$ cat config.mk
export PLATFORM = sky130hd
export DESIGN_NAME = tdd_frame_ctrl
export DESIGN_NICKNAME = d
export VERILOG_FILES = /design/src/rtl/tdd_frame_ctrl.sv
export SDC_FILE = /design/constraint.sdc
export NUM_CORES = 1
export LEC_CHECK = 0
export CORE_MARGIN = 2
export CORE_UTILIZATION = 49
export DETAILED_ROUTE_END_ITERATION = 8
export PLACE_DENSITY = 0.88
export SYNTH_ARGS = -nofsm -noshare
export SYNTH_HDL_FRONTEND = slang
export SYNTH_SLANG_ARGS = --single-unit
$ cat constraint.sdc
create_clock -name clk -period 2.3 [get_ports clk]
set_clock_uncertainty 0.1 [all_clocks]
set_input_delay 0.23 -clock clk [delete_from_list [all_inputs] [get_ports clk]]
set_output_delay 0.23 -clock clk [all_outputs]
set_load 0.02 [all_outputs]
$ cat src/rtl/tdd_frame_ctrl.sv
// -----------------------------------------------------------------------------
// tdd_frame_ctrl
//
// Time-division-duplex frame sequencer. Once armed, each rising edge of the
// frame sync starts one frame made of three back-to-back windows:
// GUARD -> TX -> RX. At the start of TX a DMA start request is raised so the
// transmit data path can prefetch. A run is either a fixed number of frames,
// ending with a one-cycle done pulse, or continuous (num_frames = 0).
//
// Parameters
//   CNT_W       width of the window lengths and the window counter
//   FRM_W       width of num_frames and frame_cnt
//
// Ports
//   clk          rising-edge clock
//   rstn         asynchronous active-low reset
//   sync_in      frame sync; only its rising edge is used
//   enable       level: 1 arms the controller, 0 aborts back to idle
//   guard_len    guard window length in cycles (0 behaves as 1)
//   tx_len       TX window length in cycles (0 behaves as 1)
//   rx_len       RX window length in cycles (0 behaves as 1)
//   num_frames   frames per run, 0 = continuous
//   dma_ack      DMA accepted the TX start request
//   tx_en        TX window active
//   rx_en        RX window active
//   dma_req      TX DMA start request
//   frame_cnt    completed frames in the current run (wraps)
//   busy         a frame is in progress (GUARD, TX or RX)
//   done         one-cycle pulse when a counted run completes
//   sync_overrun sticky: a sync edge arrived while a frame was in progress
//   dma_late     sticky: TX window ended before the DMA request was accepted
// -----------------------------------------------------------------------------
module tdd_frame_ctrl #(
  parameter int CNT_W = 16,
  parameter int FRM_W = 8
) (
  input  logic             clk,
  input  logic             rstn,
  input  logic             sync_in,
  input  logic             enable,
  input  logic [CNT_W-1:0] guard_len,
  input  logic [CNT_W-1:0] tx_len,
  input  logic [CNT_W-1:0] rx_len,
  input  logic [FRM_W-1:0] num_frames,
  input  logic             dma_ack,
  output logic             tx_en,
  output logic             rx_en,
  output logic             dma_req,
  output logic [FRM_W-1:0] frame_cnt,
  output logic             busy,
  output logic             done,
  output logic             sync_overrun,
  output logic             dma_late
);

  typedef enum logic [2:0] {
    S_IDLE  = 3'd0,
    S_ARM   = 3'd1,
    S_GUARD = 3'd2,
    S_TX    = 3'd3,
    S_RX    = 3'd4,
    S_DONE  = 3'd5
  } state_t;

  localparam logic [CNT_W-1:0] CNT_ONE = 1;
  localparam logic [FRM_W-1:0] FRM_ONE = 1;

  state_t           state;
  state_t           next_state;
  logic [CNT_W-1:0] cnt;
  logic             sync_q;
  logic             sync_edge;
  logic             cnt_zero;
  logic [FRM_W-1:0] frame_cnt_inc;
  logic             run_last;

  // Configuration captured at the sync edge so mid-frame input changes
  // cannot stretch or shorten a window already under way.
  logic [CNT_W-1:0] guard_len_q;
  logic [CNT_W-1:0] tx_len_q;
  logic [CNT_W-1:0] rx_len_q;
  logic [FRM_W-1:0] num_frames_q;

  // Counter reload value: a window of length N runs from N-1 down to 0,
  // and a zero length is treated as a one-cycle window.
  function automatic logic [CNT_W-1:0] len_m1(input logic [CNT_W-1:0] len);
    return (len == '0) ? '0 : (len - CNT_ONE);
  endfunction

  assign sync_edge     = sync_in & ~sync_q;
  assign cnt_zero      = (cnt == '0);
  assign frame_cnt_inc = frame_cnt + FRM_ONE;
  assign run_last      = (num_frames_q != '0) && (frame_cnt_inc == num_frames_q);

  // ---------------------------------------------------------------------------
  // State register
  // ---------------------------------------------------------------------------
  // NOTE: every clocked process uses non-blocking assignments so all registers
  // update together from the values present before the edge.
  always_ff @(posedge clk or negedge rstn) begin
    if (!rstn) begin
      state <= S_IDLE;
    end else begin
      state <= next_state;
    end
  end

  // ---------------------------------------------------------------------------
  // Next-state logic. A low enable beats everything else in the armed and
  // window states, including a coincident sync edge.
  // ---------------------------------------------------------------------------
  always_comb begin
    // NOTE: default assignment first so no path through the case leaves
    // next_state unassigned, which would infer a latch.
    next_state = state;
    case (state)
      S_IDLE: begin
        if (enable) next_state = S_ARM;
      end
      S_ARM: begin
        if (!enable)        next_state = S_IDLE;
        else if (sync_edge) next_state = S_GUARD;
      end
      S_GUARD: begin
        if (!enable)       next_state = S_IDLE;
        else if (cnt_zero) next_state = S_TX;
      end
      S_TX: begin
        if (!enable)       next_state = S_IDLE;
        else if (cnt_zero) next_state = S_RX;
      end
      S_RX: begin
        if (!enable)       next_state = S_IDLE;
        else if (cnt_zero) next_state = run_last ? S_DONE : S_ARM;
      end
      S_DONE: begin
        if (!enable) next_state = S_IDLE;
      end
      default: next_state = S_IDLE;
    endcase
  end

  // ---------------------------------------------------------------------------
  // Output decode: window and busy flags come straight from the state
  // register, so they drop the instant reset asserts.
  // ---------------------------------------------------------------------------
  always_comb begin
    tx_en = (state == S_TX);
    rx_en = (state == S_RX);
    busy  = (state == S_GUARD) || (state == S_TX) || (state == S_RX);
  end

  // ---------------------------------------------------------------------------
  // Datapath: edge register, window counter, latched config, frame counter,
  // sticky flags and the one-cycle done pulse.
  // ---------------------------------------------------------------------------
  always_ff @(posedge clk or negedge rstn) begin
    if (!rstn) begin
      sync_q       <= 1'b0;
      cnt          <= '0;
      guard_len_q  <= '0;
      tx_len_q     <= '0;
      rx_len_q     <= '0;
      num_frames_q <= '0;
      frame_cnt    <= '0;
      sync_overrun <= 1'b0;
      done         <= 1'b0;
    end else begin
      sync_q <= sync_in;
      done   <= (state != S_DONE) && (next_state == S_DONE);

      case (state)
        S_IDLE: begin
          // A new run starts with clean counters and error history; an
          // aborted run leaves them readable until then.
          if (enable) begin
            frame_cnt    <= '0;
            sync_overrun <= 1'b0;
          end
        end
        S_ARM: begin
          if (enable && sync_edge) begin
            guard_len_q  <= guard_len;
            tx_len_q     <= tx_len;
            rx_len_q     <= rx_len;
            num_frames_q <= num_frames;
            cnt          <= len_m1(guard_len);
          end
        end
        S_GUARD, S_TX, S_RX: begin
          if (enable) begin
            // A sync edge mid-frame is only reported; the frame keeps its
            // own timing.
            if (sync_edge) sync_overrun <= 1'b1;
            if (!cnt_zero) begin
              cnt <= cnt - CNT_ONE;
            end else begin
              case (state)
                S_GUARD: cnt <= len_m1(tx_len_q);
                S_TX:    cnt <= len_m1(rx_len_q);
                default: begin
                  cnt       <= '0;
                  frame_cnt <= frame_cnt_inc;
                end
              endcase
            end
          end
        end
        default: ;
      endcase
    end
  end

  // ---------------------------------------------------------------------------
  // DMA handshake. The request is raised on entry to TX and cleared by the
  // first ack seen while it is high. If TX ends first the request is
  // withdrawn and flagged late, unless the ack lands on that very cycle.
  // An abort withdraws the request without flagging it.
  // ---------------------------------------------------------------------------
  always_ff @(posedge clk or negedge rstn) begin
    if (!rstn) begin
      dma_req  <= 1'b0;
      dma_late <= 1'b0;
    end else begin
      if ((state == S_IDLE) && enable) begin
        dma_late <= 1'b0;
      end
      if ((state == S_GUARD) && (next_state == S_TX)) begin
        dma_req <= 1'b1;
      end else if ((state == S_TX) && (next_state != S_TX)) begin
        if (enable && dma_req && !dma_ack) dma_late <= 1'b1;
        dma_req <= 1'b0;
      end else if (dma_req && dma_ack) begin
        dma_req <= 1'b0;
      end
    end
  end

endmodule
# ---- Word level (Yosys, flattened, before mapping)
# Cells that the tools add are included.
dict set report word_totals {
  ff_bits 72
  out_inout_bits 15
  wordCells 97
}
dict set report classes {
  add_sub_neg 5
  n_eq_ne 16
  mux 36
  bitwise 2
  n_reduce_logical 27
}
# op n
set op_table {}
lappend op_table {{16-bit two-way mux} 6}
lappend op_table {{16-bit zero test} 4}
lappend op_table {{16-bit case mux with 2 select lines} 2}
lappend op_table {{16-bit by 1-bit subtractor with 16-bit output, second input constant} 4}
lappend op_table {{3-bit two-way mux} 11}
lappend op_table {{8-bit two-way mux} 4}
lappend op_table {{3-bit case mux with 6 select lines} 1}
lappend op_table {{8-bit case mux with 2 select lines} 1}
lappend op_table {{2-bit inequality test, second input constant} 6}
lappend op_table {{1-bit two-way mux} 10}
lappend op_table {{3-bit by 2-bit equality test with 1-bit output, second input constant} 3}
lappend op_table {{3-bit equality test, second input constant} 3}
lappend op_table {{1-bit logical AND} 9}
lappend op_table {{8-bit by 1-bit adder with 8-bit output, second input constant} 1}
lappend op_table {{8-bit equality test} 1}
lappend op_table {{8-bit nonzero test} 1}
lappend op_table {{5-bit AND reduction} 1}
lappend op_table {{4-bit AND reduction} 1}
lappend op_table {{2-bit nonzero test} 2}
lappend op_table {{3-bit by 1-bit equality test with 1-bit output, second input constant} 1}
lappend op_table {{3-bit zero test} 1}
lappend op_table {{3-bit by 2-bit inequality test with 1-bit output, second input constant} 1}
lappend op_table {{3-bit inequality test, second input constant} 1}
lappend op_table {{3-bit AND reduction} 1}
lappend op_table {{other kinds (9)} 10}

# ---- Logic depth before layout (Yosys ltp)
dict set report logic_depth {
  depth_word 11
  depth_mapped 10
  mapped_depth_nobuf 8
}

# ---- Least setup slack after synthesis
# No wires, ideal clock.
dict set report synth_timing {
  kind {flip-flop to flip-flop}
  startpoint {reg state[0]}
  endpoint {reg cnt[10]}
  setup_ps 87
  arrival_ps 2467
  setup_slack_ps -354
  path_stages_with_launch 10
  n_path_buf 3
  synth_period_minus_slack_ps 2654
  cell_sequence {dfrtp_1 -> clkbuf_1 -> nor3b_1 -> nor2_1 -> inv_1 -> and2_0 -> clkbuf_1 -> buf_2 -> o311ai_0 -> o211ai_1}
}
dict set report synth_between {
  elab_cells_between_ends 13
  cone_classes {eq/ne (6); mux (4); reduce/logical (3)}
}
# item line
set synth_rtl {}
lappend synth_rtl {{start, declared} 68} ;# state_t state;
lappend synth_rtl {{start signal, assigned} 104} ;# state <= next_state;
lappend synth_rtl {{3-bit equality test *} -}
lappend synth_rtl {{via rx_en} 47} ;# output logic rx_en,
lappend synth_rtl {{3-bit OR reduction *} 172} ;# case (state)
lappend synth_rtl {{2-bit inequality test (no source line) or 2-bit nonzero test (tied branches)} -}
lappend synth_rtl {{3-bit AND reduction (no source line)} -}
lappend synth_rtl {{end signal, assigned} 187} ;# cnt <= len_m1(guard_len);
lappend synth_rtl {{end signal, assigned} 196} ;# cnt <= cnt - CNT_ONE;
lappend synth_rtl {{end signal, assigned} 199} ;# S_GUARD: cnt <= len_m1(tx_len_q);
lappend synth_rtl {{end, declared} 70} ;# logic [CNT_W-1:0] cnt;
# The timed path passes the listed nets; every way through them passes the cells marked *. The select of a mux whose other input is x is not followed.
# A chain may end at the register's enable or synchronous reset.

# ---- Worst setup path in the final report
dict set report layout_timing {
  startpoint {reg cnt[3]}
  endpoint {reg cnt[9]}
}
dict set report layout_between {
  elab_chain_len 4
  elab_cells_between_ends 5
  cone_classes {add/sub (1); mux (3); reduce/logical (1)}
}
# item line
set layout_lines {}
lappend layout_lines {{16-bit by 1-bit subtractor with 16-bit output or 16-bit zero test (tied branches)} {196, 91}}
lappend layout_lines {{16-bit two-way mux *} 195} ;# if (!cnt_zero) begin
lappend layout_lines {{16-bit two-way mux *} 191} ;# if (enable) begin
lappend layout_lines {{16-bit case mux with 2 select lines *} 172}
# Every way passes the cells marked *; elsewhere a longest branch is shown, timed or not. The select of a mux whose other input is x is not followed.

==> impl_metrics.env <==
export IMPL_slew_headroom_pct=46.4
export IMPL_p_clk_share_pct=22.9
export IMPL_grt_pass1_wl_um=25000
export IMPL_cts_root_buf="clkbuf_8"
export IMPL_pre_cts_ws_ns=-0.247
export IMPL_critPathKind="flip-flop to flip-flop"
export IMPL_worstSetupStartpointType="flip-flop"
export IMPL_syn2layout_area_growth_pct=52.7
export IMPL_hold_class="input port to asynchronous set/reset pin"
export IMPL_finalMaxSlewViolations=0
export IMPL_syn_nets=569
export IMPL_drcViolationCount=0
export IMPL_violations="negative setup slack"
export IMPL_grt_pass1_vias=5012
export IMPL_cp_required_ns=2.44
export IMPL_path_clk_slew_ns=0.09
export IMPL_drt_iter0_markers=402
export IMPL_finalPower_w=0.00516
export IMPL_hpwl_um=11600
export IMPL_drtAntennaViolNets=0
export IMPL_gr_total_overflow=0
export IMPL_final_area_um2=7180
export IMPL_io_buffers=75
export IMPL_ys_seq_area_share_pct=38.3
export IMPL_syn_avg_cell_area_um2=9.38
export IMPL_core_area_um2=9280
export IMPL_h_tree_depth=3
export IMPL_place_area_um2=6440
export IMPL_cts_path_max_buffers=2
export IMPL_powerDensity_nw_per_um2=720
export IMPL_rsz0062_at_grt="yes"
export IMPL_timing_fmax_mhz=385
export IMPL_routed_via_density=6.07
export IMPL_ys_flop_type="dfrtp_1"
export IMPL_p_sw_w=0.00187
export IMPL_ys_ff_latch=72
export IMPL_whs_ns=0.258
export IMPL_ys_warn_count=0
export IMPL_end_kind="flip-flop"
export IMPL_track_usage_pct=31.2
export IMPL_intPower_w=0.00329
export IMPL_initial_core_util_pct=50.6
export IMPL_die_x_um=102
export IMPL_rows=35
export IMPL_crit_arrival_ns=2.74
export IMPL_finalSetupViolCount=29
export IMPL_synth_edf_count=0
export IMPL_drive_above_1_share_pct=35.7
export IMPL_grt_max_degree=43
export IMPL_syn_cell_area_um2=4700
export IMPL_antenna_found_initial=0
export IMPL_leakage_nw=2.96
export IMPL_worst_slack_ns=-0.300
export IMPL_first_pass_iters=7
export IMPL_dr_total_vias=5035
export IMPL_clock_sinks=72
export IMPL_p_comb_share_pct=39.1
export IMPL_cts_tree="built"
export IMPL_antennaDiodeCount=0
export IMPL_die_y_um=102
export IMPL_reg2reg_setup_slack_ns=-0.30
export IMPL_gp_congestion=0.940
export IMPL_hold_viol=0
export IMPL_ys_types=65
export IMPL_status="finished, violations left"
export IMPL_fin_nets=763
export IMPL_wl_per_cell_um=19.9
export IMPL_cap_viol_max_count=0
export IMPL_async_flop_share_pct=100
export IMPL_min_period_ns=2.60
export IMPL_worstSkewPairLatency_ns=0.36
export IMPL_die_area_um2=10400
export IMPL_pin_count=76
export IMPL_cts_buffers=9
export IMPL_worst_pin_slew_ns=0.798
export IMPL_power_frac_seq_pct=38.0
export IMPL_period_share_pct=113
export IMPL_netlist_instances=501
export IMPL_p_sw_share_pct=36.2
export IMPL_worstPathMaxFanout=2
export IMPL_totalWireLength_um=16500
export IMPL_peakVddDrop_mv=0.615
==> metrics by stage <==
stage | setup TNS [ns] | util, % | cells
2_1_floorplan | -0.471 | - | 501
3_3_place_gp | -1.66 | 69.4 | 796
3_5_place_dp | -2.77 | 69.4 | 796
4_1_cts | -0.829 | 73.4 | 817
5_1_grt | -5.12 | 77.3 | 829
6_report | -3.06 | 77.3 | 829
==> critical path, stage by stage (launching register included) <==
cell and delay [ns]:
dfrtp_1 0.39, or4_4 0.54, or3_4 0.34, or4_4 0.42
or4b_1 0.53, o21ai_1 0.09, o22ai_1 0.07
==> power by group through the flow <==
stage               logic, W  clock network, W  registers [W]
CTS                  0.00177           0.00118        0.00192
finish               0.00202           0.00118        0.00196
global route         0.00215           0.00124        0.00199
detailed placement   0.00169                 0        0.00193
global placement     0.00160                 0        0.00189
floorplan           0.000879                 0        0.00189
==> cells in the mapped netlist (all sizes together) (3+ instances only) <==
cell / number / share of area (%)
a21oi: 16 / 1.7
nand2: 33 / 2.6
xor2: 17 / 3.2
a22oi: 3 / 0.48
inv: 18 / 1.4
nand3b: 3 / 0.48
nor2: 38 / 3.0
o41ai: 3 / 0.72
a22o: 3 / 0.56
o211ai: 7 / 1.1
o221ai: 10 / 1.9
nor3: 15 / 1.7
nand4b: 3 / 0.56
o21ai: 37 / 3.9
ha: 7 / 1.9
clkbuf: 13 / 1.0
dfrtp: 72 / 38
nand3: 20 / 2.1
nor2b: 4 / 0.53
xnor2: 29 / 5.4
o21a: 3 / 0.48
or4: 6 / 1.0
mux2i: 6 / 1.3
a31oi: 7 / 0.93
and3: 4 / 0.53
o22ai: 4 / 0.53
or3: 14 / 2.0
o31ai: 5 / 0.80
and2: 5 / 0.67
nor3b: 5 / 0.80
buf: 9 / 0.90
nor4: 13 / 2.1
mux2: 43 / 10
==> final cells by class <==
class	instances	area, µm²
multi-input cells	389	3120
fillers	605	2110
flip-flops and latches	72	1800
repair buffers	205	1800
well taps	129	161
clock buffers	12	145
clock inverters	4	77.6
inverters	18	70.1
==> worst paths after layout <==
path | from | end | depth (start not counted)
setup reg to reg | cnt[3] | cnt[9] | 6
hold reg to reg | num_frames_q[4] | num_frames_q[4] | 1
setup / recovery | cnt[3] | cnt[9] | 6
min in group clk | sync_in | sync_q | 1
max in group asynchronous | rstn | tx_len_q[8] | 3
hold / removal | rstn | frame_cnt[5] | 2
==> logic make-up (layout without fill, tap and decap cells) <==
group	count (synthesis)	count (layout)	share of synthesized area [%]
muxes	49	49	11.6
adders and majority gates	7	7	1.86
and+or+nand+nor	172	172	19.9
xor gates and xnor gates	46	46	8.57
AOI/OAI and AO/OA	115	115	16.4
DFF	72	72	38.3
buffers and inverters	40	239	3.38
==> repair_timing <==
action	4_1_cts	5_1_grt
endpoints found under the hold margin	16	0
hold buffers	1	0
endpoints found under the setup margin	26	29
setup buffers	4	16
resized for setup	28	63
pin swaps	5	42
==> routing by layer <==
metal | routed length, µm | up-vias | global-route usage (%)
met5 | 0 | - | 0
met4 | 751 | 0 | 13.0
met1 | 6290 | 2433 | 39.1
met3 | 1190 | 88 | 5.54
li1 | - | 2251 | -
met2 | 8280 | 263 | 53.4
==> sequential cells by signal (all words and copies together), names as in the netlist <==
register and cells:
rx_len_q 16, sync_overrun 1, dma_req 1, cnt 16, tx_len_q 16, state 3
sync_q 1, frame_cnt 8, num_frames_q 8, dma_late 1, done 1
==> cell usage in the layout (no fill, tap or decap), types with 4 or more instances in the layout <==
| master | n |
|---|---|
| xnor2_1 | 27 |
| o211ai_1 | 7 |
| nor4_4 | 5 |
| buf_6 | 13 |
| mux2i_1 | 6 |
| nor4_1 | 8 |
| nor3_1 | 14 |
| o21ai_1 | 14 |
| nor2_1 | 36 |
| o22ai_1 | 4 |
| ha_1 | 4 |
| nand3_1 | 14 |
| xor2_1 | 17 |
| clkdlybuf4s50_1 | 72 |
| a21oi_1 | 13 |
| or3_1 | 11 |
| o21ai_0 | 22 |
| inv_1 | 16 |
| mux2_2 | 43 |
| a31oi_1 | 6 |
| dfrtp_1 | 70 |
| nand2_1 | 30 |
| buf_4 | 114 |
| clkbuf_8 | 10 |
| o221ai_2 | 6 |
| nand3_2 | 4 |
Power figures use the tool's default switching activity.
